$ cat src/rtl/quad_enc_gen.sv
// quad_enc_gen: quadrature A/B generator, the transmit side of a rotary-encoder link.
// Each left_i/right_i request is queued in a signed saturating pending counter and
// replayed as one Gray-coded detent (four phases of DWELL cycles each, rest level 11).
// Optional build macro: QUAD_ENC_GEN_BOUNCE_EN adds emulated contact bounce
// (new, old, new, old, then new) on the changing line at every phase entry.
module quad_enc_gen #(
  parameter int unsigned CLOCK_FREQ_MHZ = 100,
  parameter int unsigned DELAY_IN_US    = 55,
  parameter int unsigned PENDING_WIDTH  = 8
) (
  input  logic clk_i,
  input  logic rst_i,
  input  logic left_i,
  input  logic right_i,
  output logic a_o,
  output logic b_o,
  output logic busy_o,
  output logic overflow_o
);

  localparam int unsigned DWELL = CLOCK_FREQ_MHZ * DELAY_IN_US;
  localparam int unsigned CNT_W = $clog2(DWELL + 1);
  localparam int unsigned PW2   = PENDING_WIDTH + 2;
  localparam logic [CNT_W-1:0] RELOAD = CNT_W'(DWELL - 1);
  localparam logic signed [PW2-1:0] LIMIT = {3'b000, {(PENDING_WIDTH-1){1'b1}}};

  if (CLOCK_FREQ_MHZ < 1 || CLOCK_FREQ_MHZ > 655) begin : g_bad_clk
    $error("quad_enc_gen: CLOCK_FREQ_MHZ must be in 1..655");
  end
  if (DELAY_IN_US < 1) begin : g_bad_delay
    $error("quad_enc_gen: DELAY_IN_US must be >= 1");
  end
  if (PENDING_WIDTH < 2) begin : g_bad_pw
    $error("quad_enc_gen: PENDING_WIDTH must be >= 2");
  end
`ifdef QUAD_ENC_GEN_BOUNCE_EN
  if (DWELL < 5) begin : g_bad_bounce
    $error("quad_enc_gen: bounce emulation needs DWELL >= 5");
  end
  localparam logic [CNT_W-1:0] BOUNCE_1 = CNT_W'(DWELL - 2);
  localparam logic [CNT_W-1:0] BOUNCE_3 = CNT_W'(DWELL - 4);
`endif

  typedef enum logic [2:0] {S_IDLE, S_PH1, S_PH2, S_PH3, S_PH4} state_t;

  function automatic logic [1:0] phase_code(input state_t st, input logic cw);
    logic [1:0] c;
    c = 2'b11;
    case (st)
      S_PH1:   c = cw ? 2'b01 : 2'b10;
      S_PH2:   c = 2'b00;
      S_PH3:   c = cw ? 2'b10 : 2'b01;
      default: c = 2'b11;
    endcase
    return c;
  endfunction

  state_t                    r_state;
  logic                      r_cw;
  logic [CNT_W-1:0]          r_cnt;
  logic [1:0]                r_ab;
  logic                      r_busy;
  logic                      r_ovf;
  logic signed [PENDING_WIDTH-1:0] r_pend;
`ifdef QUAD_ENC_GEN_BOUNCE_EN
  logic [1:0]                r_tgt;
  logic [1:0]                r_old;
`endif

  logic                      w_start;
  logic                      w_start_cw;
  state_t                    w_next;
  logic [1:0]                w_entry_code;
  logic [CNT_W-1:0]          w_cnt_dec;
  logic signed [PW2-1:0]     w_inc;
  logic signed [PW2-1:0]     w_step;
  logic signed [PW2-1:0]     w_cur;
  logic signed [PW2-1:0]     w_kept;
  logic signed [PW2-1:0]     w_sum;
  logic                      w_ovf;

  assign w_start    = (r_state == S_IDLE) && (r_pend != '0);
  assign w_start_cw = ~r_pend[PENDING_WIDTH-1];
  assign w_cnt_dec  = r_cnt - 1'b1;

  // Phase successor and the A/B code driven on entry to the next phase
  always_comb begin
    w_next = S_IDLE;
    case (r_state)
      S_IDLE:  w_next = S_PH1;
      S_PH1:   w_next = S_PH2;
      S_PH2:   w_next = S_PH3;
      S_PH3:   w_next = S_PH4;
      default: w_next = S_IDLE;
    endcase
    w_entry_code = (r_state == S_IDLE) ? phase_code(S_PH1, w_start_cw)
                                       : phase_code(w_next, r_cw);
  end

  // Pending update: requests net out, a starting detent consumes one step;
  // on saturation only the consumption is applied and the request is dropped
  always_comb begin
    w_inc = '0;
    if (right_i && !left_i)      w_inc = PW2'(1);
    else if (left_i && !right_i) w_inc = '1;
    w_step = '0;
    if (w_start) w_step = w_start_cw ? PW2'(1) : '1;
    w_cur  = {{2{r_pend[PENDING_WIDTH-1]}}, r_pend};
    w_kept = w_cur - w_step;
    w_sum  = w_kept + w_inc;
    w_ovf  = (w_sum > LIMIT) || (w_sum < -LIMIT);
  end

  // Pending counter and registered overflow pulse
  always_ff @(posedge clk_i or posedge rst_i) begin
    if (rst_i) begin
      r_pend <= '0;
      r_ovf  <= 1'b0;
    end else begin
      r_pend <= w_ovf ? w_kept[PENDING_WIDTH-1:0] : w_sum[PENDING_WIDTH-1:0];
      r_ovf  <= w_ovf;
    end
  end

  // Detent FSM: phase sequencing, dwell timing and registered A/B/busy outputs
  always_ff @(posedge clk_i or posedge rst_i) begin
    if (rst_i) begin
      r_state <= S_IDLE;
      r_cw    <= 1'b0;
      r_cnt   <= '0;
      r_ab    <= 2'b11;
      r_busy  <= 1'b0;
`ifdef QUAD_ENC_GEN_BOUNCE_EN
      r_tgt   <= 2'b11;
      r_old   <= 2'b11;
`endif
    end else begin
      case (r_state)
        S_IDLE: begin
          if (w_start) begin
            r_state <= S_PH1;
            r_cw    <= w_start_cw;
            r_cnt   <= RELOAD;
            r_busy  <= 1'b1;
            r_ab    <= w_entry_code;
`ifdef QUAD_ENC_GEN_BOUNCE_EN
            r_tgt   <= w_entry_code;
            r_old   <= r_tgt;
`endif
          end
        end
        default: begin
          if (r_cnt == '0) begin
            r_state <= w_next;
            if (r_state == S_PH4) begin
              r_busy <= 1'b0;
            end else begin
              r_cnt <= RELOAD;
              r_ab  <= w_entry_code;
`ifdef QUAD_ENC_GEN_BOUNCE_EN
              r_tgt <= w_entry_code;
              r_old <= r_tgt;
`endif
            end
          end else begin
            r_cnt <= w_cnt_dec;
`ifdef QUAD_ENC_GEN_BOUNCE_EN
            // second and fourth cycle of a phase fall back to the previous code
            r_ab  <= (w_cnt_dec == BOUNCE_1 || w_cnt_dec == BOUNCE_3) ? r_old : r_tgt;
`endif
          end
        end
      endcase
    end
  end

  assign a_o        = r_ab[1];
  assign b_o        = r_ab[0];
  assign busy_o     = r_busy;
  assign overflow_o = r_ovf;

endmodule
$ cat config.mk
export PLATFORM = sky130hd
export DESIGN_NAME = quad_enc_gen
export DESIGN_NICKNAME = d
export VERILOG_FILES = /design/src/rtl/quad_enc_gen.sv
export SDC_FILE = /design/constraint.sdc
export NUM_CORES = 1
export LEC_CHECK = 0
export CORE_MARGIN = 10
export CORE_UTILIZATION = 35
export DETAILED_ROUTE_END_ITERATION = 10
export SLEW_MARGIN = 0
export SYNTH_ARGS = -nofsm -noshare
export SYNTH_HDL_FRONTEND = slang
export SYNTH_SLANG_ARGS = --single-unit
$ cat constraint.sdc
create_clock -name clk_i -period 6.3 [get_ports clk_i]
set_input_delay 1.26 -clock clk_i [delete_from_list [all_inputs] [get_ports clk_i]]
set_output_delay 1.26 -clock clk_i [all_outputs]
set_load 0.05 [all_outputs]
==> flow_metrics.env, run 1 <==
export IMPL_cp_required_ps=6470
export IMPL_crit_type="reg2reg"
export IMPL_final_area_mm2=0.00238
export IMPL_worstSetupEndpointType="register"
export IMPL_grt_met1_usage_pct=10.4
export IMPL_area_growth_pct=10.5
export IMPL_fin_skew_ps=4.96
export IMPL_viasPerCell=5.18
export IMPL_min_path_type="reg2reg"
export IMPL_use_met3_pct=2.09
export IMPL_final_net_count=268
export IMPL_postCtsSetupBuffers=0
export IMPL_start_util_pct=36.2
export IMPL_ys_types=50
export IMPL_grt_max_degree=30
export IMPL_wl_per_cell_um=13.4
export IMPL_drt_initial_drc_count=45
export IMPL_drcViolationCount=0
export IMPL_placed_cell_area_mm2=0.00228
export IMPL_synth_edf_count=0
export IMPL_synth_largest_area_cell="dfrtp_1"
export IMPL_finalHoldViolCount=0
export IMPL_synth_common_cells="27 x dfrtp_1, 21 x nor2_1, 18 x ha_1, 18 x nand2_1, 17 x inv_1"
export IMPL_ys_ff_latch=29
export IMPL_drtAntennaViolNets=0
export IMPL_drv_cap=0
export IMPL_die_area_mm2=0.00969
export IMPL_grt_pass1_wl_mm=7.67
export IMPL_arrival_ps=5430
export IMPL_layout_min_cycle_time_ps=5260
export IMPL_leakage_nw=1.01
export IMPL_power_density_mw_per_mm2=527
export IMPL_async_flop_share_pct=100
export IMPL_port_buffers=7
export IMPL_cts_resized_gates=0
export IMPL_relSlewSlack_pct=27.4
export IMPL_postSynthNetCount=259
export IMPL_status="finished clean"
export IMPL_yosys_top_cells_area="dfrtp_1 31%, ha_1 10%, xnor2_1 5.3%, nor2_1 3.7%, a21oi_1 3.5%"
export IMPL_holdPathStages=1
export IMPL_die_h_um=98.4
export IMPL_antenna_found_initial=0
export IMPL_postSynthCellCount=235
export IMPL_clock_sinks=29
export IMPL_busiest_layer="met2"
export IMPL_clk_pin_slew_ps=60
export IMPL_synth_top_cell_area_share_pct=31.4
export IMPL_tns_ps=0
export IMPL_yosys_warnings=0
export IMPL_drive_above_1_share_pct=10.2
export IMPL_grtUsageTotal_pct=9.19
export IMPL_vias=1656
export IMPL_drv_slew=0
export IMPL_die_x_um=98.4
export IMPL_synth_area_mm2=0.00215
export IMPL_cts_buffer_depth=2
export IMPL_power_total_w=0.00125
export IMPL_grt_setup_unrepaired="false"
export IMPL_whs_ps=486
export IMPL_worst_path_max_fanout=10
export IMPL_cts_hold_buffers_added=0
export IMPL_diodes=0
export IMPL_gp_congestion=0.770
export IMPL_rows=28
export IMPL_tritoncts="done"
export IMPL_first_global_vias=1716
export IMPL_core_area_mm2=0.00596
export IMPL_firstDrtPassIters=4
export IMPL_syn_area_per_cell_um2=9.16
export IMPL_insertion_delay_ps=280
export IMPL_peakVddDrop_mv=0.348
export IMPL_start_kind="register"
export IMPL_grt_remaining_overflow=0
export IMPL_ios=8
export IMPL_worst_pin_slew_ps=1090
export IMPL_synth_most_common_cell="dfrtp_1"
export IMPL_post_route_period_util_pct=83.5
export IMPL_use_met2_pct=16.2
export IMPL_reg2regPathDepth=20
export IMPL_finalSetupViolCount=0
export IMPL_dp_hpwl_mm=3.33
export IMPL_max_freq_mhz=190
export IMPL_routed_wl_mm=4.28
export IMPL_cts_root_buf="clkbuf_8"
export IMPL_cts_buffers=5
export IMPL_htreeDepth=2
export IMPL_synth_flop_cell="dfrtp_1"
export IMPL_synth_seq_area_share_pct=33.8
-- cell families after synthesis --
kind of cell | Yosys count | synth area share [%]
compound gates | 48 | 14.8
buf+inv | 24 | 5.17
flops | 29 | 33.8
fa+ha+maj | 20 | 12.3
xor+xnor | 20 | 8.13
simple gates | 86 | 21.2
mux | 8 | 4.65
-- layer usage --
metal / share of wire [%] / wire length [um] / vias up
met5: 0 / 0 / -
met3: 2.8 / 120 / 9
li1: - / - / 850
met4: 1.7 / 74 / 0
met2: 48 / 2070 / 20
met1: 47 / 2020 / 777
-- state kept, by name (all words and copies together), names as in the netlist --
register    count
r_state         3
r_cw            1
r_pend          8
overflow_o      1
busy_o          1
r_cnt          13
r_ab            2
-- final cells by class --
| type | instances | area [um2] |
|---|---|---|
| Clock buffer | 7 | 96.3 |
| Multi-Input combinational cell | 182 | 1310 |
| Timing Repair Buffer | 7 | 70.1 |
| Fill cell | 606 | 3580 |
| Tap cell | 75 | 93.8 |
| Sequential cell | 29 | 728 |
| Clock inverter | 1 | 5.00 |
| Inverter | 19 | 71.3 |
-- through the flow --
stage	setup WS [ps]	util [%]	std cells
after floorplan	1530	-	235
after global placement	1140	38.2	312
after detailed placement	1080	38.2	312
after CTS	1040	39.9	320
after global routing	636	39.9	320
final	1040	39.9	320
-- placed cells by master, fill, tap and decap left out, types with 2 or more instances in the layout --
cell / count
clkbuf_8: 7
mux2i_1: 4
fa_1: 2
a21o_1: 3
mux2_4: 4
ha_1: 18
nand2b_1: 4
nor4_1: 3
inv_2: 2
dfstp_2: 2
a21oi_1: 15
xnor2_1: 13
clkdlybuf4s50_1: 7
o22ai_1: 6
or3_1: 5
inv_1: 17
o21a_1: 3
o31ai_1: 4
a31oi_1: 4
o21ai_1: 2
nand2_1: 18
nor3_1: 11
a211oi_1: 2
xor2_1: 7
dfrtp_1: 27
nor2_1: 21
nor2b_1: 6
nand4b_1: 2
or4_1: 3
o21ai_0: 2
-- worst max-delay path, stage by stage (launching register included) --
cell      delay [ps]
dfrtp_1          480
nor2_2           210
nand2_1          140
nor2_1           370
ha_1             250
inv_1             50
fa_1             390
a21o_1           170
a21oi_1          210
o21bai_1          90
a21oi_1          210
xnor2_1          190
ha_1             360
o21a_1           180
o211ai_2         180
mux2i_1          100
nor4_1           320
xor2_1           120
or4_4            560
nand2b_2         230
mux2_4           320
-- path summary, 6_finish.rpt --
check | slack (ps) | endpoint | startpoint
max | 1040 | r_pend[0] | r_state[0]
min | 490 | busy_o | busy_o
min reg2reg | 490 | busy_o | busy_o
min in group asynchronous | 1550 | r_cnt[3] | rst_i
max reg2reg | 1040 | r_pend[0] | r_state[0]
max in group asynchronous | 4090 | r_cnt[9] | rst_i
-- where the power goes --
group	internal [W]	total (W)	switching (W)
sequential	0.000234	0.000263	0.0000287
combinational	0.000394	0.000822	0.000428
clock	0.0000985	0.000168	0.0000695
total	0.000726	0.00125	0.000526
Power figures use the tool's default switching activity.
==> run 2: changes to the inputs <==
clock period = 4.6 ns   (was 6.3 ns; I/O delays follow)
==> run 2 against run 1 <==
Die area did not move. Global-route usage grew 0.71 points. Core utilization rose by 7.1 points. Worst hold slack worse by 5.9 ps. Final cell count grew 13%. Sequential share of layout area is 4.6 points lower. Largest cell class unchanged. Highest routed layer unchanged.
==> flow_metrics.env, run 2 (synthesized netlist as in run 1, its figures left out) <==
export IMPL_min_path_type="reg2reg"
export IMPL_gp_congestion=0.782
export IMPL_dp_cells=347
export IMPL_worst_pin_slew_ps=697
export IMPL_htreeDepth=2
export IMPL_multi_input_area_mm2=0.00142
export IMPL_final_common_cell="buf_4"
export IMPL_dp_hpwl_mm=3.66
export IMPL_cpLargestDelayFamily="simple AND/OR/NAND/NOR gates"
export IMPL_critical_path_max_stage_delay_ps=560
export IMPL_drv_slew=0
export IMPL_fin_cells=360
export IMPL_vias=1806
export IMPL_crit_type="reg2reg"
export IMPL_die_x_um=98.4
export IMPL_clock_power_share_pct=12.6
export IMPL_core_area_mm2=0.00596
export IMPL_viasPerCell=5.02
export IMPL_wl_per_cell_um=13.2
export IMPL_grtUsageTotal_pct=9.90
export IMPL_firstDrtPassIters=4
export IMPL_num_fill_cells=581
export IMPL_largest_reg_flops=13
export IMPL_finalHoldViolCount=0
export IMPL_status="finished clean"
export IMPL_port_buffers=7
export IMPL_worst_path_max_fanout=5
export IMPL_switching_share_pct=39.4
export IMPL_routed_wl_mm=4.77
export IMPL_cts_buffer_depth=2
export IMPL_power_switching_w=0.000838
export IMPL_hold_start="busy_o"
export IMPL_ios=8
export IMPL_drcViolationCount=0
export IMPL_cts_buffers=5
export IMPL_drt_initial_drc_count=43
export IMPL_worstSetupEndpointType="register"
export IMPL_largest_register="r_cnt"
export IMPL_cts_root_buf="clkbuf_8"
export IMPL_drtAntennaViolNets=0
export IMPL_layout_common_cells="39 x buf_4, 26 x dfrtp_1, 19 x nor2_1, 17 x ha_1"
export IMPL_final_net_count=308
export IMPL_grt_max_degree=30
export IMPL_pwr_share_seq_pct=16.7
export IMPL_tns_ps=0
export IMPL_grt_setup_unrepaired="true"
export IMPL_power_density_mw_per_mm2=761
export IMPL_insertion_delay_ps=290
export IMPL_arrival_ps=4680
export IMPL_cts_hold_buffers_added=0
export IMPL_first_global_vias=1792
export IMPL_drv_cap=0
export IMPL_clock_sinks=29
export IMPL_layout_min_cycle_time_ps=4510
export IMPL_diodes=0
export IMPL_leakage_nw=1.22
export IMPL_die_h_um=98.4
export IMPL_peakVddDrop_mv=0.469
export IMPL_cp_num_buf_inv=4
export IMPL_area_growth_pct=30.0
export IMPL_start_util_pct=36.2
export IMPL_rows=28
export IMPL_worstPathCellList="or4_4 > nor2_4 > nor2_4 > ha_4 > inv_2 > fa_2 > a21o_1 > a21oi_2 > o21bai_1 > a21oi_2 > nor2b_1 > nor2_1 > nor2_1 > a21oi_1 > ha_1 > buf_4 > buf_4 > inv_1 > or3_1 > o21ai_2 > nor3_1 > or4_4 > nand2b_4 > mux2_4"
export IMPL_p_int_w=0.00129
export IMPL_critPathSlowestCell="or4_4"
export IMPL_crit_start="r_pend[5]"
export IMPL_largestRegisters="r_cnt (13), r_pend (8), r_state (3)"
export IMPL_grt_remaining_overflow=0
export IMPL_drive_above_1_share_pct=29.8
export IMPL_fin_skew_ps=8.16
export IMPL_die_area_mm2=0.00969
export IMPL_clk_pin_slew_ps=70
export IMPL_relSlewSlack_pct=53.5
export IMPL_tritoncts="done"
export IMPL_start_kind="register"
export IMPL_finalSetupViolCount=0
export IMPL_rrSetupSlack_ps=90
export IMPL_seqCellArea_um2=729
export IMPL_post_route_period_util_pct=98.0
export IMPL_cp_required_ps=4770
export IMPL_grt_pass1_wl_mm=8.26
export IMPL_pwr_share_comb_pct=70.7
export IMPL_antenna_found_initial=0
export IMPL_regToRegStartpoint="r_pend[5]"
export IMPL_max_freq_mhz=222
run 2: cell count changes in the layout (fill, tap and decap cells not counted), moves of 2 or more:
cell / delta
a21oi_1: -3
a21oi_2: +3
buf_4: +39
clkbuf_8: -2
nand2_1: -2
nand2_2: +2
nor2_1: -2
nor2_4: +3
or4_1: -2
or4_4: +2
run 2: final timing paths:
path                            depth (start not counted)         to
max in group asynchronous                               3    r_ab[0]
worst min register to register                          1     busy_o
worst max-delay path                                   24  r_pend[6]
worst min-delay path                                    1     busy_o
worst max register to register                         24  r_pend[6]
min in group asynchronous                               3   r_cnt[5]
run 2: what timing repair did:
action / CTS / global route
pin swaps: 6 / 16
setup endpoints to repair: 8 / 8
gates resized for setup: 8 / 15
buffers inserted: 2 / 3
hold endpoints to repair: 0 / 0
run 2: power groups by stage:
stage / sequential (W) / combinational, W / clock (W)
after detailed placement: 0.000356 / 0.00139 / 0
final: 0.000355 / 0.00151 / 0.000269
after CTS: 0.000354 / 0.00144 / 0.000273
after global placement: 0.000355 / 0.00136 / 0
after floorplan: 0.000366 / 0.00101 / 0
after global routing: 0.000363 / 0.00165 / 0.000286
run 2: metrics by stage:
step	power (W)	hold WS (ps)	setup slack [ps]	util [%]	area, um2
3_3_place_gp	0.00172	471	-116	42.9	2550
6_report	0.00213	480	93.4	47.0	2800
2_1_floorplan	0.00138	467	22.6	-	2170
3_5_place_dp	0.00174	466	-205	42.9	2550
4_1_cts	0.00207	485	11.7	45.6	2720
5_1_grt	0.00230	516	-169	47.0	2800
run 2: layout make-up:
type | instances | share of cell area, %
well taps | 75 | 3.35
multi-input cells | 182 | 50.6
inverters | 19 | 2.55
clock buffers | 5 | 2.46
repair buffers | 47 | 13.4
flip-flops and latches | 29 | 26.1
clock inverters | 3 | 1.65
run 2: per-layer routing:
layer	global-route usage, %	vias to the layer above	share of wire, %
met4	3.64	0	1.5
met2	17.3	12	51
met3	2.03	7	2.2
met5	0	-	0
met1	11.6	853	45
li1	-	934	-
run 2: worst reg2reg max path: stages, from the launching register on:
cell and delay (ps):
dfrtp_1 390, or4_4 560, nor2_4 160, nor2_4 50
ha_4 150, inv_2 50, fa_2 200, a21o_1 140
a21oi_2 70, o21bai_1 160, a21oi_2 110, nor2b_1 160
nor2_1 60, nor2_1 100, a21oi_1 50, ha_1 350
buf_4 130, buf_4 100, inv_1 50, or3_1 320
o21ai_2 60, nor3_1 80, or4_4 450, nand2b_4 140
mux2_4 310
==> patch 1 (flow settings as in run 2) <==
Build with the macro `QUAD_ENC_GEN_BOUNCE_EN` defined.
--- a/src/rtl/quad_enc_gen.sv
+++ b/src/rtl/quad_enc_gen.sv
@@ -3,6 +3,8 @@
 // replayed as one Gray-coded detent (four phases of DWELL cycles each, rest level 11).
 // Optional build macro: QUAD_ENC_GEN_BOUNCE_EN adds emulated contact bounce
 // (new, old, new, old, then new) on the changing line at every phase entry.
+`define QUAD_ENC_GEN_BOUNCE_EN
+
 module quad_enc_gen #(
   parameter int unsigned CLOCK_FREQ_MHZ = 100,
   parameter int unsigned DELAY_IN_US    = 55,
Formal check against the unedited RTL: not equivalent (Yosys sat finds a counterexample within 4 cycles, from zero or initial values and one cycle with rst_i high).
==> patch 1 against run 2 <==
Design area grew 10%; area after synthesis increased by 21%; hold slack better by 0.0067 ns; power down 8.8%; combinational power fell by 12%; non-clock buffer count shrank 19; setup slack better by 0.034 ns; cell count up 18%; sequential cell count up 4; wire length is 20% higher; sequential share of layout area rose by 1.0 points.
==> patch 1: results (changes against run 2) <==
run status - finished, final reports clean
met3 WL - 89 um (-15%)
XOR/XNOR Fraction of Synth Area - 4.371% (-3.8 points)
inverter count - 21 (+2)
Avg WL per Cell - 13.48 um (+1.8%)
Adder-Cell Fraction of Synth Area - 11.14% (-1.2 points)
Net Switching - 815.9 uW (-2.7%)
top flop regs - r_cnt (13), r_pend (8), r_state (3)
M1 WL - 2.723 mm (+27%)
area fraction in compound gates after synthesis - 18.68% (+3.9 points)
sequential area share after synthesis - 31.99% (-1.8 points)
Inserted Clock Buffers - 5 (unchanged)
met2 WL post-DR - 2.838 mm (+16%)
P_clk - 218 uW (-19%)
nets - 351 (+14%)
ClkCell Share - 2.722% (-1.4 points)
bufs w/o clock - 28 (-40%)
Mapped Nets - 327 (+26%)
initial antenna violation count - 0 (unchanged)
buffering overhead - 7.395% (-6.0 points)
Yosys cell types - 55 (+10%)
Sink Count - 33 (+14%)
vias in the first global route - 2075 (+16%)
DPL Wire Length - 4.423 mm (+21%)
seq pwr - 395 uW (+11%)
top post-synthesis cells by area - dfrtp_1 (26%), ha_1 (9.6%), dfstp_2 (6.1%)
worst stage delay on the critical path - 0.45 ns (-0.11 ns)
Storage cell area - 833.3 um2 (+14%)
CP arrival - 4.64 ns (-0.04 ns)
clock buf count - 7 (+2)
filler cell count - 732 (+26%)
Crit Path Max Fanout - 7 (+2)
comb_multi_in - 236 (+30%)
Cell Pwr Density - 630.8 nW/um2 (-17%)
Max VDD drop - 0.0003579 V (-24%)
first-iteration detailed-routing DRC count - 69 (+60%)
fraction of area in multi-input gates - 56.24% (+5.7 points)
CTS tree - yes
clk_skew - 0.01173 ns (+0.003569 ns)
critical path's top delay family - simple AND/OR/NAND/NOR gates
GP Congestion - 0.8420 (+7.7%)
drt via density - 5.162 (+2.9%)
share of cells above drive strength 1 - 20.55% (-9.3 points)
pin count of the biggest net entering global routing - 18 (-40%)
global-route wire length before repair - 9.749 mm (+18%)
GRT Total Usage - 10.22% (+0.32 points)
Static Leak - 1.302 nW (+6.4%)
mux cell area share after synthesis - 6.676% (+2.0 points)
Post-Place Setup Slack - -0.06018 ns (+0.1445 ns)
Slew headroom - 58.80% (+5.3 points)
-- patch 1: path summary, 6_finish.rpt --
path | startpoint | to | slack, ns | depth (start not counted)
setup reg to reg | r_state[2]$_DFFE_PP0P_ | r_pend[3]$_DFF_PP0_ | 0.13 | 19
min in group asynchronous | rst_i | r_state[0]$_DFFE_PP0P_ | 1.02 | 2
setup / recovery | r_state[2]$_DFFE_PP0P_ | r_pend[3]$_DFF_PP0_ | 0.13 | 19
hold / removal | r_old[0]$_DFFE_PP1P_ | r_old[0]$_DFFE_PP1P_ | 0.49 | 2
max in group asynchronous | rst_i | r_old[0]$_DFFE_PP1P_ | 2.85 | 3
hold reg to reg | r_old[0]$_DFFE_PP1P_ | r_old[0]$_DFFE_PP1P_ | 0.49 | 2
-- patch 1: repair_timing --
action                     CTS  global route
buffers inserted             0             2
setup endpoints to repair    6             9
hold buffers                 0             0
pin swaps                    2            15
gates cloned                 0             0
gates resized for setup      4             6
hold endpoints to repair     0             0
-- patch 1: cell families after synthesis --
family,count (synthesis)
muxes,15
AOI/OAI and AO/OA,79
DFF,33
xor gates and xnor gates,13
adders and majority gates,22
and+or+nand+nor,107
buffers and inverters,32
-- patch 1: stage by stage --
step	instance area, um2	hold WS [ns]	util (%)	cells
CTS	3037	0.4906	41.87	423
global route	3079	0.5193	42.45	425
floorplan	2665	0.4602	-	301
global placement	2933	0.4672	40.43	415
finish	3079	0.4867	42.45	425
detailed placement	2933	0.4802	40.43	415
-- patch 1: per-layer routing --
layer | vias to the layer above | global-route usage, %
met5 | - | 0
met4 | 0 | 2.901
met3 | 6 | 1.872
met2 | 17 | 17.58
met1 | 1047 | 12.74
li1 | 1124 | -
==> patch 2 (settings of run 2) <==
Made on the original files. Encoding of `state_t`: now one-hot (5 bits for 5 states).
--- a/src/rtl/quad_enc_gen.sv
+++ b/src/rtl/quad_enc_gen.sv
@@ -41,7 +41,7 @@
   localparam logic [CNT_W-1:0] BOUNCE_3 = CNT_W'(DWELL - 4);
 `endif
 
-  typedef enum logic [2:0] {S_IDLE, S_PH1, S_PH2, S_PH3, S_PH4} state_t;
+  typedef enum logic [4:0] {S_IDLE = 5'b00001, S_PH1 = 5'b00010, S_PH2 = 5'b00100, S_PH3 = 5'b01000, S_PH4 = 5'b10000} state_t;
 
   function automatic logic [1:0] phase_code(input state_t st, input logic cw);
     logic [1:0] c;
Check against the original RTL: same outputs for any inputs over 10 cycles, from zero or initial values and one cycle with rst_i high; not proved beyond that.
==> patch 2 against run 2 <==
The run now ends with setup timing left; sequential cell count grew 2; non-clock buffer count up 62; power rose by 35%; largest power group unchanged; area after synthesis increased by 7.8%; combinational power grew 48%; cell count is 24% higher; via count increased by 33%; sequential power increased by 12%; die area up 6.2%; count of clock-buffer cells in the layout increased by 3; design area increased by 31%; setup slack got worse by 0.65 ns; wire length increased by 47%.
==> patch 2: results (changes against run 2) <==
run status - finished, violations left
violated checks - setup timing
Worst Hold End - r_ab[0]$_DFFE_PP1P_
top flop regs - r_cnt (13), r_pend (8), r_state (5)
Final Worst Setup Slack - -0.5603 ns (-0.6537 ns)
reg2reg end - r_pend[5]$_DFF_PP0_
worst reg2reg path depth - 23 (-4.2%)
Post-Place Cell Area - 3000 um2 (+17%)
GRT Total Usage - 14.17% (+4.3 points)
Yosys cell types - 53 (+6.0%)
vias in the first global route - 2521 (+41%)
combinational power share - 77.9% (+7.2 points)
crit path max-delay cell type - dfrtp_1
sequential area share after synthesis - 33.57% (-0.25 points)
Max VDD drop - 0.0006697 V (+43%)
nets - 391 (+27%)
met2 WL post-DR - 3.570 mm (+46%)
met2 Use GR - 24.85% (+7.6 points)
M1 WL - 2.832 mm (+32%)
worst hold slack - 0.4816 ns (+0.001627 ns)
first-iteration detailed-routing DRC count - 122 (+180%)
clock buffer depth - 2 (unchanged)
Crit Path Max Fanout - 7 (+2)
Hold Path Stages - 2 (+1)
min-delay src - r_ab[0]$_DFFE_PP1P_
P_clk - 239 uW (-11%)
DPL Wire Length - 4.388 mm (+20%)
Pint - 1.745 mW (+35%)
Avg WL per Cell - 15.72 um (+19%)
Critical path origin - r_cnt[0]$_DFFE_PP0P_
I/O Buffers - 7 (unchanged)
share of cells above drive strength 1 - 45.11% (+15 points)
met3 WL - 251 um (+140%)
M3 GR Usage - 2.587% (+0.56 points)
GP Congestion - 0.8706 (+11%)
Post-synth top cells - dfrtp_1 (28), o21ai_0 (22), ha_1 (18), inv_1 (18), nand2_1 (18)
filler cell count - 557 (-4.1%)
Finish-stage setup viols - 9 (+9)
worst stage delay on the critical path - 0.39 ns (-0.17 ns)
CP arrival - 5.33 ns (+0.65 ns)
global-route wire length before repair - 11.94 mm (+45%)
vias after detailed routing - 2397 (+33%)
Static Leak - 1.670 nW (+36%)
==> patch 2: changes by cell type after synthesis, moves of 5 or more <==
cell	run 2	this run
a21o_1	3	9
nand3_1	1	9
o21a_1	3	8
o21ai_0	2	22
o22ai_1	6	0
xnor2_1	13	7
==> patch 2: final cells by class <==
type / count / area share (%)
inverter: 18 / 1.907
clock buffer: 8 / 2.725
multi-input combinational: 202 / 48.23
sequential: 31 / 21.22
tap: 77 / 2.623
timing repair buffer: 109 / 23.30
==> patch 2: cell families (layout without fill, tap and decap cells) <==
group	Yosys count	after routing	synth area share, %
xor+xnor	14	14	5.604
flops	31	31	33.57
simple gates	86	86	19.40
fa+ha+maj	20	20	11.42
mux	8	8	5.065
buf+inv	21	135	3.394
compound gates	74	74	21.55
==> patch 2: timing repair <==
action                                  in CTS  in global routing
pin swaps                                   22                 16
endpoints found under the hold margin        0                  0
endpoints found under the setup margin       9                 14
setup buffers                               41                  9
gates resized for setup                     24                 20
==> patch 2: metrics by stage <==
stage	setup WS, ns	setup TNS, ns	instances	utilization [%]
after floorplan	-0.6370	-4.634	254	-
after global placement	-0.6260	-5.017	394	46.98
after detailed placement	-0.7061	-5.667	394	46.98
after CTS	-0.4692	-4.830	443	55.33
after global routing	-0.7097	-5.762	445	57.52
final	-0.5603	-4.347	445	57.52
==> patch 2: worst max-delay path by stage <==
stage,cells after the start,to
after floorplan,26,r_pend[6]$_DFF_PP0_
after global placement,24,r_pend[0]$_DFF_PP0_
after detailed placement,24,r_pend[5]$_DFF_PP0_
after CTS,27,r_pend[5]$_DFF_PP0_
after global routing,23,r_pend[6]$_DFF_PP0_
final,23,r_pend[5]$_DFF_PP0_
